File: src/rtl/rob_commit_ctrl.sv
// Reorder-buffer commit controller: retires the ROB head in program order,
// sequences memory operations through MEM_WAIT and redirects on mispredicts.
module rob_commit_ctrl #(
  parameter int TAG_WIDTH = 3,
  parameter int CNT_WIDTH = 16
) (
  input  logic                 clk,
  input  logic                 rst,
  input  logic                 head_valid,
  input  logic                 head_ready,
  input  logic [1:0]           head_type,
  input  logic [4:0]           head_rd,
  input  logic [TAG_WIDTH-1:0] head_tag,
  input  logic                 head_mispredict,
  input  logic                 data_mem_resp,
  output logic                 commit,
  output logic [TAG_WIDTH-1:0] commit_tag,
  output logic                 regfile_load,
  output logic [4:0]           regfile_rd,
  output logic                 ld_commit_sel,
  output logic                 data_read,
  output logic                 data_write,
  output logic                 flush,
  output logic                 load_pc,
  output logic                 busy,
  output logic [CNT_WIDTH-1:0] retired_count
);

  typedef enum logic [1:0] {
    IDLE     = 2'd0,
    MEM_WAIT = 2'd1,
    FLUSH    = 2'd2
  } state_t;

  localparam logic [1:0] T_ALU    = 2'b00;
  localparam logic [1:0] T_LOAD   = 2'b01;
  localparam logic [1:0] T_STORE  = 2'b10;
  localparam logic [1:0] T_BRANCH = 2'b11;

  state_t                 state_q, state_d;
  logic [4:0]             rd_q, rd_d;
  logic [TAG_WIDTH-1:0]   tag_q, tag_d;
  logic                   is_load_q, is_load_d;
  logic [CNT_WIDTH-1:0]   cnt_q, cnt_d;

  logic                   accept_s;
  logic                   is_mem_s;
  logic                   commit_s;
  logic [TAG_WIDTH-1:0]   tag_s;
  logic                   rl_s;
  logic [4:0]             rd_s;
  logic                   sel_s;
  logic                   read_s;
  logic                   write_s;
  logic                   flush_s;
  logic                   lpc_s;

  assign accept_s = (state_q == IDLE) && head_valid && head_ready;
  assign is_mem_s = (head_type == T_LOAD) || (head_type == T_STORE);

  // State, memory-op latches and retirement counter.
  always_ff @(posedge clk) begin
    if (rst) begin
      state_q   <= IDLE;
      rd_q      <= 5'd0;
      tag_q     <= {TAG_WIDTH{1'b0}};
      is_load_q <= 1'b0;
      cnt_q     <= {CNT_WIDTH{1'b0}};
    end else begin
      state_q   <= state_d;
      rd_q      <= rd_d;
      tag_q     <= tag_d;
      is_load_q <= is_load_d;
      cnt_q     <= cnt_d;
    end
  end

  // Next-state and latch capture.
  always_comb begin
    state_d   = state_q;
    rd_d      = rd_q;
    tag_d     = tag_q;
    is_load_d = is_load_q;
    case (state_q)
      IDLE: begin
        if (accept_s) begin
          case (head_type)
            T_LOAD, T_STORE: begin
              state_d   = MEM_WAIT;
              rd_d      = head_rd;
              tag_d     = head_tag;
              is_load_d = (head_type == T_LOAD);
            end
            T_BRANCH: begin
              if (head_mispredict) begin
                state_d = FLUSH;
              end else begin
                state_d = IDLE;
              end
            end
            default: state_d = IDLE;
          endcase
        end else begin
          state_d = IDLE;
        end
      end
      MEM_WAIT: begin
        if (data_mem_resp) begin
          state_d = IDLE;
        end else begin
          state_d = MEM_WAIT;
        end
      end
      FLUSH:   state_d = IDLE;
      default: state_d = IDLE;
    endcase
  end

  // Commit strobes: Mealy on the accepted head in IDLE, Moore request in MEM_WAIT.
  always_comb begin
    commit_s = 1'b0;
    tag_s    = head_tag;
    rl_s     = 1'b0;
    rd_s     = 5'd0;
    sel_s    = 1'b0;
    read_s   = 1'b0;
    write_s  = 1'b0;
    flush_s  = 1'b0;
    lpc_s    = 1'b0;
    case (state_q)
      IDLE: begin
        if (accept_s && !is_mem_s) begin
          commit_s = 1'b1;
          rl_s     = (head_rd != 5'd0);
          rd_s     = head_rd;
          if ((head_type == T_BRANCH) && head_mispredict) begin
            flush_s = 1'b1;
            lpc_s   = 1'b1;
          end else begin
            flush_s = 1'b0;
            lpc_s   = 1'b0;
          end
        end else begin
          commit_s = 1'b0;
        end
      end
      MEM_WAIT: begin
        tag_s   = tag_q;
        read_s  = is_load_q;
        write_s = !is_load_q;
        if (data_mem_resp) begin
          commit_s = 1'b1;
          if (is_load_q) begin
            rl_s  = (rd_q != 5'd0);
            rd_s  = rd_q;
            sel_s = 1'b1;
          end else begin
            rl_s  = 1'b0;
          end
        end else begin
          commit_s = 1'b0;
        end
      end
      FLUSH:   tag_s = {TAG_WIDTH{1'b0}};
      default: tag_s = {TAG_WIDTH{1'b0}};
    endcase
  end

  assign cnt_d = cnt_q + {{(CNT_WIDTH-1){1'b0}}, commit};

  // Reset masks the architectural side effects within the same cycle.
  assign commit        = commit_s & ~rst;
  assign regfile_load  = rl_s & ~rst;
  assign flush         = flush_s & ~rst;
  assign load_pc       = lpc_s & ~rst;
  assign commit_tag    = tag_s;
  assign regfile_rd    = rd_s;
  assign ld_commit_sel = sel_s;
  assign data_read     = read_s;
  assign data_write    = write_s;
  assign busy          = (state_q != IDLE);
  assign retired_count = cnt_q;

endmodule

File: config.mk
export PLATFORM = sky130hd
export DESIGN_NAME = rob_commit_ctrl
export DESIGN_NICKNAME = d
export VERILOG_FILES = /design/src/rtl/rob_commit_ctrl.sv
export SDC_FILE = /design/constraint.sdc
export NUM_CORES = 1
export LEC_CHECK = 0
export CORE_MARGIN = 4
export CORE_UTILIZATION = 41
export DETAILED_ROUTE_END_ITERATION = 10
export PLACE_DENSITY = 0.75
export RECOVER_POWER = 100
export SYNTH_ARGS = -nofsm -noshare
export SYNTH_HDL_FRONTEND = slang
export SYNTH_SLANG_ARGS = --single-unit
export TNS_END_PERCENT = 100
File: constraint.sdc
create_clock -name clk -period 2.8 [get_ports clk]
set_input_delay 0.56 -clock clk [delete_from_list [all_inputs] [get_ports clk]]
set_output_delay 0.56 -clock clk [all_outputs]
set_load 0.02 [all_outputs]
==> results of run 1 <==
## tightest hold or removal path, cell delays in order (launching register included)
cell	delay [ns]
sky130_fd_sc_hd__dfxtp_1	0.34
sky130_fd_sc_hd__o21ai_0	0.07
sky130_fd_sc_hd__a21oi_1	0.07
## area by class of cell
type / count / area [um^2]
clock buffer: 3 / 22.5
timing repair buffer: 68 / 594
clock inverter: 1 / 5.00
multi-input combinational: 124 / 850
tap: 46 / 57.6
fill: 327 / 1320
inverter: 6 / 22.5
sequential: 27 / 541
## per-stage QoR
stage                     hold slack [ns]  setup TNS (ns)  utilization  setup WS, ns
after floorplan                     0.454               0            -        0.0724
after global placement              0.469           -3.02        0.622        -0.233
after detailed placement            0.483           -4.30        0.622        -0.293
after CTS                           0.500               0        0.627        0.0128
after global routing                0.531               0        0.612        0.0269
final                               0.503               0        0.612         0.103
## power by group
group,switching (mW),internal [mW]
combinational,0.0617,0.0651
sequential,0.00595,0.391
clock,0.116,0.0535
total,0.183,0.510
## how the worst max path moves through the flow
stage	from	to	slack, ns
floorplan	head_type[0]	retired_count[14]	0.07
detailed placement	head_type[0]	retired_count[14]	-0.29
CTS	head_type[0]	regfile_load	0.01
global route	head_type[1]	commit	0.03
finish	head_type[1]	regfile_rd[0]	0.10
global placement	head_type[0]	regfile_load	-0.23
## timing repair
action                     in CTS  in global routing
pin swaps                       0                  1
setup endpoints to repair       9                 13
resized for setup               9                  8
hold buffers                    0                  0
gates cloned                    0                  0
## state kept, by name (all words and copies together) (netlist names)
name           cells
retired_count     16
rd_q               5
tag_q              3
state_q            2
is_load_q          1
## per-layer routing
layer,global-route usage,vias up,share of wire
met5,0,-,0
met4,0.0546,0,0.012
met3,0.0263,6,0.061
met2,0.306,47,0.49
met1,0.225,662,0.44
li1,-,735,-
## synthesized netlist by cell type (3+ instances only)
cell type / number / area [um^2]
sky130_fd_sc_hd__nand3_1: 15 / 75.1
sky130_fd_sc_hd__a22o_1: 5 / 43.8
sky130_fd_sc_hd__nor2b_1: 8 / 50.1
sky130_fd_sc_hd__o31ai_1: 4 / 30.0
sky130_fd_sc_hd__mux2_1: 4 / 45.0
sky130_fd_sc_hd__buf_2: 4 / 20.0
sky130_fd_sc_hd__o21ai_0: 12 / 60.1
sky130_fd_sc_hd__a21oi_1: 18 / 90.1
sky130_fd_sc_hd__dfxtp_1: 27 / 541
sky130_fd_sc_hd__clkbuf_1: 5 / 18.8
sky130_fd_sc_hd__nand2_1: 5 / 18.8
sky130_fd_sc_hd__or4_1: 6 / 45.0
sky130_fd_sc_hd__ha_1: 5 / 62.6
sky130_fd_sc_hd__mux2i_1: 3 / 30.0
sky130_fd_sc_hd__nor2_1: 14 / 52.6
sky130_fd_sc_hd__inv_1: 6 / 22.5
## cells by family (layout without fill, tap and decap cells)
logic type / after synthesis / in the layout / share of synthesized area
XOR/XNOR: 3 / 3 / 0.0177
AO/OA/AOI/OAI: 40 / 40 / 0.155
flip-flops: 27 / 27 / 0.363
AND/OR/NAND/NOR: 68 / 68 / 0.308
buffers and inverters: 18 / 78 / 0.0563
multiplexers: 8 / 8 / 0.0580
adder cells (fa/ha/maj): 5 / 5 / 0.0420
==> flow_metrics.tcl, run 1 <==
set metrics [dict create \
    grt_antenna_before_repair 0 \
    drt-initial-drc-count 67 \
    power.ir.vdd_worst_mv 0.195 \
    drt-wirelength-per-cell_um 14.2 \
    cell_family_with_the_largest_share_of_critical_path_delay "buffers and inverters" \
    non_filler_cells_final 275 \
    final.min_clock_period_ns 2.70 \
    critPathMaxFanout 5 \
    worst_path_cell_chain "clkdlybuf4s50_1 -> inv_1 -> ha_4 -> nor2_1 -> buf_4 -> a22o_1 -> dlygate4sd2_1" \
    routed_wl_mm 3.90 \
    post_synth_inst_count 169 \
    grt_pass1_wl_mm 6.41 \
    initial_util 0.436 \
    cts_buffers 3 \
    fin_skew_ns 0.00743 \
    run_status "finished, final reports clean" \
    critPathLaunchType "primary input" \
    power_mw 0.693 \
    timing.critical_path.slowest_cell_delay_ns 0.48 \
    whs_path_cells 2 \
    io-pin-count 48 \
    first_global_vias 1405 \
    route.detailed.vias_per_inst 5.27 \
    synth-edff-count 0 \
    place.detailed.instances 271 \
    hold_class "register to register" \
    core_area_mm2 0.00342 \
    min_from "tag_q[2]" \
    ant_nets 0 \
    place.gp.congestion 0.901 \
    gr_ovfl_total 0 \
    post_cts_buffers 0 \
    hpwl_mm 2.98 \
    placement.cell_area_mm2 0.00212 \
    route.detailed.drc 0 \
    max_freq_mhz 371 \
    ys_async_sr_fraction 0 \
    drv.max_cap_violation_count 0 \
    numPortBuffers 47 \
    timing.reg2reg.setup_slack_ns 0.47 \
    synth_cell_types 37 \
    critPathRequiredTime_ns 2.24 \
    grt_max_degree 31 \
    drt_pass1_iterations 4 \
    die_outline_area_mm2 0.00466 \
    cts_tree "built" \
    worst_skew_pair.late_latency_ns 0.32 \
    layout-area-overhead-vs-synth_pct 40.5 \
    path_clk_slew_ns 0.14 \
    core.rowCount 21 \
    post-route-period-util 0.963 \
    ys_warn_count 0 \
    cts_root_buffer "sky130_fd_sc_hd__clkbuf_4" \
    final_net_count 251 \
    mappedNetlistNets 190 \
    mappedNetlistArea_mm2 0.00149 \
    power.leakage_nw 0.877 \
    fp.dieW_um 68.3 \
    gr-usage-all-layers 0.177 \
    worstMarginPinSlew_ns 0.366 \
    htreeDepth 1 \
    layout.cells.most_common "sky130_fd_sc_hd__dfxtp_1" \
    drive_above_1_share 0.135 \
    chipHeight_um 68.3 \
    ys.flop_type "sky130_fd_sc_hd__dfxtp_1" \
    grt_setup_unrepaired "false" \
    timing.final.hold_violations 0 \
    clock_path_buffers 2 \
    cts_num_sinks 27 \
    p_per_area_mw_per_mm2 331 \
    synth-seq-cells 27 \
    timing.slew.headroom 0.755 \
    slowest_stage "sky130_fd_sc_hd__clkdlybuf4s50_1" \
    timing_max_transition_violations_final 0 \
    timing.critical_path.depth 7 \
    most-common-layout-cells "sky130_fd_sc_hd__dfxtp_1, sky130_fd_sc_hd__dlygate4sd3_1, sky130_fd_sc_hd__a21oi_1, sky130_fd_sc_hd__nand3_1, sky130_fd_sc_hd__clkdlybuf4s50_1" \
    end_kind "output port" \
    reg2reg_depth 8 \
    finalInstanceArea_mm2 0.00209 \
    setup-violations-final 0 \
    timing.critical_path.buf_inv 4 \
    crit_type "primary input to output port" \
    timing.rr.start "state_q[0]" \
    antenna_diodes 0 \
    routed-via-count 1450 \
    hold-path-endpoint "tag_q[2]" \
    cp_data_arrival_time_ns 2.14 \
    reg2reg_to "retired_count[12]" \
    register_area_share_after_synthesis 0.363 \
    post_synthesis_area_per_instance_um2 8.81 \
]
Power figures use the tool's default switching activity.
==> run 2, diff against run 1 <==
SETUP_SLACK_MARGIN = 0.3   (was default)
TNS_END_PERCENT = 1   (was 100)
==> run 2 against run 1 <==
  * Routed wire length fell by 1.4%
  * Setup slack better by 0.11 ns
  * Sequential power about the same
  * Die area is the same
  * Fmax is 4.2% higher
  * Critical endpoint is now load_pc
==> flow_metrics.tcl, run 2 (synthesis gave the netlist of run 1 again) <==
set metrics [dict create \
    gr-usage-all-layers 0.174 \
    routed_wl_mm 3.84 \
    power_report.internal_total_mw 0.509 \
    grt_setup_unrepaired "true" \
    run_status "finished, final reports clean" \
    final.min_clock_period_ns 2.59 \
    pwr-share-clk 0.247 \
    cts_num_sinks 27 \
    grt_antenna_before_repair 0 \
    cts_root_buffer "sky130_fd_sc_hd__clkbuf_4" \
    most-common-layout-cells "sky130_fd_sc_hd__dfxtp_1, sky130_fd_sc_hd__dlygate4sd3_1, sky130_fd_sc_hd__a21oi_1, sky130_fd_sc_hd__buf_4, sky130_fd_sc_hd__nand3_1" \
    power.sequential.fraction 0.571 \
    chipHeight_um 68.3 \
    finalHoldWorstSlack_ns 0.492 \
    critPathRequiredTime_ns 2.24 \
    io-pin-count 48 \
    p_per_area_mw_per_mm2 330 \
    fp.dieW_um 68.3 \
    routed-via-count 1457 \
    finalSetupTns_ns 0 \
    power.ir.vdd_worst_mv 0.164 \
    gr_ovfl_total 0 \
    numPortBuffers 47 \
    path_clk_slew_ns 0.15 \
    die_outline_area_mm2 0.00466 \
    max_freq_mhz 386 \
    layout.cells.most_common "sky130_fd_sc_hd__dfxtp_1" \
    final_net_count 249 \
    route.detailed.vias_per_inst 5.34 \
    finalInstanceArea_mm2 0.00211 \
    power.leakage_nw 0.875 \
    htreeDepth 1 \
    grt_max_degree 31 \
    worst_skew_pair.late_latency_ns 0.32 \
    place.gp.congestion 0.876 \
    core_area_mm2 0.00342 \
    worstMarginPinSlew_ns 0.401 \
    fin_skew_ns 0.00408 \
    combinational_share_of_power 0.182 \
    first_global_vias 1499 \
    hold_class "register to register" \
    route.detailed.drc 0 \
    switchingPower_mw 0.187 \
    nFillCells 317 \
    timing_max_transition_violations_final 0 \
    post-route-period-util 0.924 \
    end_kind "output port" \
    placement.cell_area_mm2 0.00214 \
    drt-wirelength-per-cell_um 14.1 \
    clock_path_buffers 2 \
    cp_data_arrival_time_ns 2.03 \
    ant_nets 0 \
    timing.slew.headroom 0.733 \
    cts_tree "built" \
    utilization 0.618 \
    core.rowCount 21 \
    switching_share 0.268 \
    timing.final.hold_violations 0 \
    flip_flop_count_of_the_largest_register_after_layout 16 \
    layout-area-overhead-vs-synth_pct 41.7 \
    critPathLaunchType "primary input" \
    critPathMaxFanout 4 \
    antenna_diodes 0 \
    setup-violations-final 0 \
    hold_buffers 0 \
    crit_type "primary input to output port" \
    drt_pass1_iterations 4 \
    cts_buffers 3 \
    post_cts_buffers 0 \
    grt_pass1_wl_mm 6.39 \
    initial_util 0.436 \
    drv.max_cap_violation_count 0 \
    drt-initial-drc-count 73 \
    hpwl_mm 2.97 \
    drive_above_1_share 0.167 \
]
-- run 2: timing repair --
item / 4_1_cts / 5_1_grt
pin swaps: 0 / 2
resized for setup: 36 / 8
setup endpoints to repair: 21 / 20
endpoints found under the hold margin: 0 / 0
-- run 2: final timing paths --
kind                                  from           endpoint  slack, ns  depth (start not counted)
worst max-delay path            head_ready            load_pc       0.21                          5
worst min-delay path              tag_q[2]           tag_q[2]       0.49                          2
worst max register to register  state_q[0]  retired_count[12]       0.42                          8
worst min register to register    tag_q[2]           tag_q[2]       0.49                          2
-- run 2: power by group through the flow --
stage	Combinational [mW]	Clock (mW)	Sequential [mW]
2_1_floorplan	0.0617	0	0.403
3_3_place_gp	0.130	0	0.405
3_5_place_dp	0.133	0	0.405
4_1_cts	0.133	0.178	0.397
5_1_grt	0.138	0.200	0.399
6_report	0.127	0.172	0.397
-- run 2: critical path, stage by stage --
cell and delay [ns]:
sky130_fd_sc_hd__clkdlybuf4s50_1 0.49, sky130_fd_sc_hd__and4bb_1 0.32, sky130_fd_sc_hd__nand2_2 0.09, sky130_fd_sc_hd__nor2_1 0.16, sky130_fd_sc_hd__clkdlybuf4s25_1 0.40
-- run 2: metrics by stage --
step / instances / power, mW / worst slack (ns)
3_5_place_dp: 269 / 0.539 / -0.226
2_1_floorplan: 169 / 0.465 / 0.257
3_3_place_gp: 269 / 0.535 / -0.209
4_1_cts: 273 / 0.708 / 0.209
5_1_grt: 273 / 0.736 / 0.115
6_report: 273 / 0.696 / 0.212
-- run 2: area by class of cell --
type / count / area, um^2 / share of cell area
multi-input cells: 124 / 898 / 0.426
clock buffers: 3 / 22.5 / 0.0107
clock inverters: 1 / 7.51 / 0.00356
inverters: 6 / 22.5 / 0.0107
flip-flops and latches: 27 / 541 / 0.256
well taps: 46 / 57.6 / 0.0273
repair buffers: 66 / 561 / 0.266
-- run 2: layer usage --
metal | part of all wire | vias up | global-route usage | wire [um]
met5 | 0 | - | 0 | 0
met2 | 0.49 | 43 | 0.321 | 1870
li1 | - | 730 | - | -
met4 | 0.0047 | 0 | 0.0645 | 18
met3 | 0.060 | 2 | 0.0263 | 229
met1 | 0.45 | 682 | 0.201 | 1720
